### config.mk
export PLATFORM = sky130hd
export DESIGN_NAME = shift_add_multiplier_module
export DESIGN_NICKNAME = d
export VERILOG_FILES = /design/src/rtl/shift_add_multiplier_module_pkg.sv /design/src/rtl/shift_add_multiplier_module_ripple_adder_4bit.sv /design/src/rtl/shift_add_multiplier_module.sv
export SDC_FILE = /design/constraint.sdc
export NUM_CORES = 1
export LEC_CHECK = 0
export ABC_AREA = 1
export ABC_CLOCK_PERIOD_IN_PS = 3100
export BUFFER_PORTS_ARGS = -buffer_cell sky130_fd_sc_hd__buf_4
export CAP_MARGIN = 30
export CORE_ASPECT_RATIO = 0.75
export CORE_MARGIN = 1.5
export CORE_UTILIZATION = 52
export DETAILED_ROUTE_END_ITERATION = 10
export PLACE_DENSITY = 0.83
export SLEW_MARGIN = 20
export SYNTH_ARGS = -nofsm -noshare
export SYNTH_HDL_FRONTEND = slang
export SYNTH_SLANG_ARGS = --single-unit
### constraint.sdc
create_clock -name clk -period 3.1 [get_ports clk]
set_clock_uncertainty 0.15 [all_clocks]
set_input_delay 0.155 -clock clk [delete_from_list [all_inputs] [get_ports clk]]
set_output_delay 0.155 -clock clk [all_outputs]
set_load 0.01 [all_outputs]
### src/rtl/shift_add_multiplier_module_pkg.sv
// shift_add_multiplier_module_pkg: W4 common state encodings and default width.
package shift_add_multiplier_module_pkg;
   localparam int DEF_WIDTH = 4;
   typedef enum logic [1:0] {
      S_IDLE = 2'd0,
      S_BUSY = 2'd1,
      S_DONE = 2'd2
   } state_t;
endpackage

### src/rtl/shift_add_multiplier_module_ripple_adder_4bit.sv
// ripple_adder_4bit: chained full adders, carry ripples from cin to cout.
module ripple_adder_4bit
   import shift_add_multiplier_module_pkg::*;
#(
   parameter int WIDTH = DEF_WIDTH
) (
   input  logic [WIDTH-1:0] a,
   input  logic [WIDTH-1:0] b,
   input  logic             cin,
   output logic [WIDTH-1:0] sum,
   output logic             cout
);
   logic [WIDTH:0] c;
   assign c[0] = cin;
   for (genvar i = 0; i < WIDTH; i++) begin : g_fa
      assign sum[i]   = a[i] ^ b[i] ^ c[i];
      assign c[i+1]   = (a[i] & b[i]) | (c[i] & (a[i] ^ b[i]));
   end
   assign cout = c[WIDTH];
endmodule

### src/rtl/shift_add_multiplier_module.sv
// shift_add_multiplier_module: sequential unsigned shift-and-add multiplier,
// one conditional add plus right shift per cycle through a ripple adder.
module shift_add_multiplier_module
   import shift_add_multiplier_module_pkg::*;
#(
   parameter int WIDTH = DEF_WIDTH
) (
   input  logic               clk,
   input  logic               reset,
   input  logic               start,
   input  logic [WIDTH-1:0]   a,
   input  logic [WIDTH-1:0]   b,
   output logic               busy,
   output logic               done,
   output logic [2*WIDTH-1:0] product
);
   localparam int CW = $clog2(WIDTH);
   state_t           state, state_next;
   logic [WIDTH-1:0] m, p_hi, q, add_a, sum;
   logic [CW-1:0]    count;
   logic             cout, accept, last;
   ripple_adder_4bit #(.WIDTH(WIDTH)) u_adder (
      .a   (add_a),
      .b   (p_hi),
      .cin (1'b0),
      .sum (sum),
      .cout(cout)
   );
   assign add_a = q[0] ? m : '0;
   always_ff @(posedge clk) begin
      if (reset) state <= S_IDLE;
      else       state <= state_next;
   end
   always_comb begin
      accept     = start && (state != S_BUSY);
      last       = (state == S_BUSY) && (count == CW'(WIDTH-1));
      state_next = accept ? S_BUSY : (state == S_BUSY) ? (last ? S_DONE : S_BUSY) : S_IDLE;
      busy       = (state == S_BUSY);
      done       = (state == S_DONE);
   end
   // {cout,sum,q} >> 1: cout lands in p_hi MSB, sum LSB enters q MSB
   always_ff @(posedge clk) begin
      if (reset) begin
         m       <= '0;
         p_hi    <= '0;
         q       <= '0;
         count   <= '0;
         product <= '0;
      end else if (accept) begin
         m     <= a;
         q     <= b;
         p_hi  <= '0;
         count <= '0;
      end else if (state == S_BUSY) begin
         p_hi  <= {cout, sum[WIDTH-1:1]};
         q     <= {sum[0], q[WIDTH-1:1]};
         count <= count + 1'b1;
         if (last) product <= {cout, sum, q[WIDTH-1:1]};
      end
   end
endmodule

==> results.json <==
{
  "gp_congestion": 0.8477,
  "min_path_cells": 5,
  "drive_above_1_share": 0.2188,
  "period_share": 0.7814,
  "ff2ff_path_depth": 11,
  "p_leak_nw": 0.6242,
  "worst_skew_pair.late_latency_ns": 0.31,
  "htree_levels": 1,
  "critical_path_class": "reg -> reg",
  "diodes": 0,
  "global_route.usage.met3": 0.07914,
  "io_pins": 21,
  "clockBufferDepth": 2,
  "endpoint_kind": "flop",
  "design_area_um2": 1316,
  "cp-start-kind": "flop",
  "ys_ff_latch": 24,
  "yosys-top-cells-area": "dfxtp_1 (47%), nand2_1 (11%), nand3_1 (9.7%)",
  "power_density_nw_per_um2": 461.4,
  "core.rowCount": 13,
  "placed_cell_area_um2": 1194,
  "synth_nets": 147,
  "synth_area_um2": 1031,
  "initial_core_util": 0.5710,
  "use_met1": 0.2903,
  "routed_via_density": 4.934,
  "first_global_vias": 848,
  "rsz0062_at_grt": "false",
  "setup_viol": 0,
  "drc": 0,
  "dp.cells": 171,
  "relSlewSlack": 0.6425,
  "worstMarginPinSlew_ns": 0.5330,
  "cts_sinks": 24,
  "nNetsFinal": 177,
  "grt_busiest_layer": "met2",
  "die-area_um2": 2261,
  "cts_tree": "built",
  "clk_pin_slew_ns": 0.13,
  "holdCritStartpoint": "b[1]",
  "total_power_uw": 607.3,
  "layoutNonFillerInstCount": 182,
  "vias": 898,
  "rr_startpoint": "q[0]",
  "status": "complete, no violations",
  "portBuffers": 20,
  "track_usage": 0.2194,
  "antenna_found_initial": 0,
  "dr.pass1.iters": 4,
  "cts-resized-gates": 0,
  "die_h_um": 41.56,
  "period_minus_slack_ns": 2.422,
  "slowest_stage": "fa_1",
  "wire_per_inst_um": 11.13,
  "cpMostUsedCell": "inv_1",
  "postRouteAntennaNets": 0,
  "synth_area_per_cell_um2": 7.870,
  "startpoint": "q[0]",
  "tns_ns": 0,
  "die_w_um": 54.42,
  "arrival_ns": 2.52,
  "yosysWarnings": 0,
  "max_stage_delay_ns": 0.44,
  "holdCritPathClass": "in -> reg",
  "initialDrtViolationCount": 11,
  "yosysTopAreaCell": "dfxtp_1",
  "ys_types": 19,
  "ctsRootBufferMaster": "clkbuf_4",
  "finalHoldViolations": 0,
  "dp_hpwl_um": 1449,
  "max_freq_ghz": 0.4128,
  "cp.required_ns": 3.20,
  "area_delta_synth_final_pct": 27.67,
  "drv_cap": 0,
  "use_met2": 0.3494,
  "irDropWorstVdd_v": 0.0004105,
  "core_um2": 1805,
  "path_max_fanout": 5,
  "seq_area_frac_synth": 0.4660,
  "cts_buffers": 3,
  "yosys.area.top_type_share": 0.4660,
  "overflow": 0,
  "route.final.wire_length_um": 2026,
  "syn_inst": 131,
  "grt_pass1_wl_um": 3698,
  "finalMaxSlewViolations": 0,
  "grt_max_degree": 20,
  "cp_cell_sequence": "nand2_1 -> inv_1 -> ha_1 -> inv_1 -> fa_1 -> inv_1 -> fa_1 -> inv_1 -> fa_1 -> or2_2 -> a21oi_1"
}
[placed cells by master, fill, tap and decap left out, types with 2 or more instances in the layout]
cell           synthesis  final
or2_2                  2      2
nand2_1               31     31
ha_1                   2      2
clkbuf_4               0      3
inv_1                 12     12
nand2_2                3      3
dlygate4sd3_1          0      7
fa_1                   3      3
buf_4                  0     20
o21ai_1                7      7
nor2_1                10     10
nand3_1               20     20
inv_2                  4      4
dfxtp_1               24     24
a21oi_1                6      6
[per-layer routing]
metal,up-vias,share of wire
met2,16,0.46
met4,0,0.0054
met3,3,0.038
met1,407,0.50
li1,472,-
met5,-,0
[cell type report]
| cell class | count | area (µm²) |
|---|---|---|
| Sequential cell | 24 | 480.5 |
| Fill cell | 149 | 489.2 |
| Timing Repair Buffer | 27 | 220.2 |
| Clock inverter | 1 | 30.03 |
| Multi-Input combinational cell | 88 | 471.7 |
| Inverter | 17 | 63.81 |
| Clock buffer | 3 | 22.52 |
| Tap cell | 22 | 27.53 |
[worst max-delay path, delay by kind of cell, from the launching register on]
kind / cells / cell delay [ns]
adder cells (fa/ha/maj): 4 / 1.08
flip-flops: 1 / 0.41
AND/OR/NAND/NOR: 2 / 0.36
buffers and inverters: 4 / 0.22
AO/OA/AOI/OAI: 1 / 0.14
[state kept, by name (all words and copies together) (netlist names)]
| signal | cells |
|---|---|
| count | 2 |
| m | 4 |
| p_hi | 4 |
| product | 8 |
| q | 4 |
| state | 2 |
[cells by family (layout without fill, tap and decap cells)]
family / Yosys count / in the layout / synth area share
adder cells (fa/ha/maj): 5 / 5 / 0.08252
flip-flops: 24 / 24 / 0.4660
AND/OR/NAND/NOR: 69 / 69 / 0.3034
XOR/XNOR: 1 / 1 / 0.008497
buffers and inverters: 19 / 48 / 0.07644
AO/OA/AOI/OAI: 13 / 13 / 0.06310
[power breakdown]
group	switching [mW]	internal [mW]	total, mW
combinational	0.0321	0.0269	0.0590
sequential	0.00650	0.318	0.325
clock	0.0931	0.131	0.224
[cell usage after synthesis]
library cell and instances:
xor2_1 1, nand2_2 3, inv_2 4, ha_1 2, nand3_2 1, a21oi_1 6
or2_1 1, clkinv_1 1, nor2_4 1, nand2_1 31, clkbuf_1 1, o21ai_1 7
inv_1 12, buf_6 1, fa_1 3, nor2_1 10, nand3_1 20, or2_2 2
dfxtp_1 24
[path summary, 6_finish.rpt]
path,to,slack (ns)
setup / recovery,p_hi[2],0.68
hold / removal,q[1],0.03
setup reg to reg,p_hi[2],0.68
hold reg to reg,p_hi[3],0.32
[timing repair]
action	in CTS	in global routing
buffers inserted	0	0
endpoints found under the setup margin	0	0
hold endpoints to repair	7	0
hold buffers	7	0
[through the flow]
stage	setup slack, ns	hold WS, ns	utilization
finish	0.6775	0.02980	0.7290
CTS	0.6628	0.01784	0.7290
detailed placement	0.7348	0.2509	0.6611
global placement	0.7833	0.2387	0.6611
global route	0.4643	0.04330	0.7290
floorplan	0.8345	0.1524	-
No activity file was read; power rests on OpenSTA's default activity.
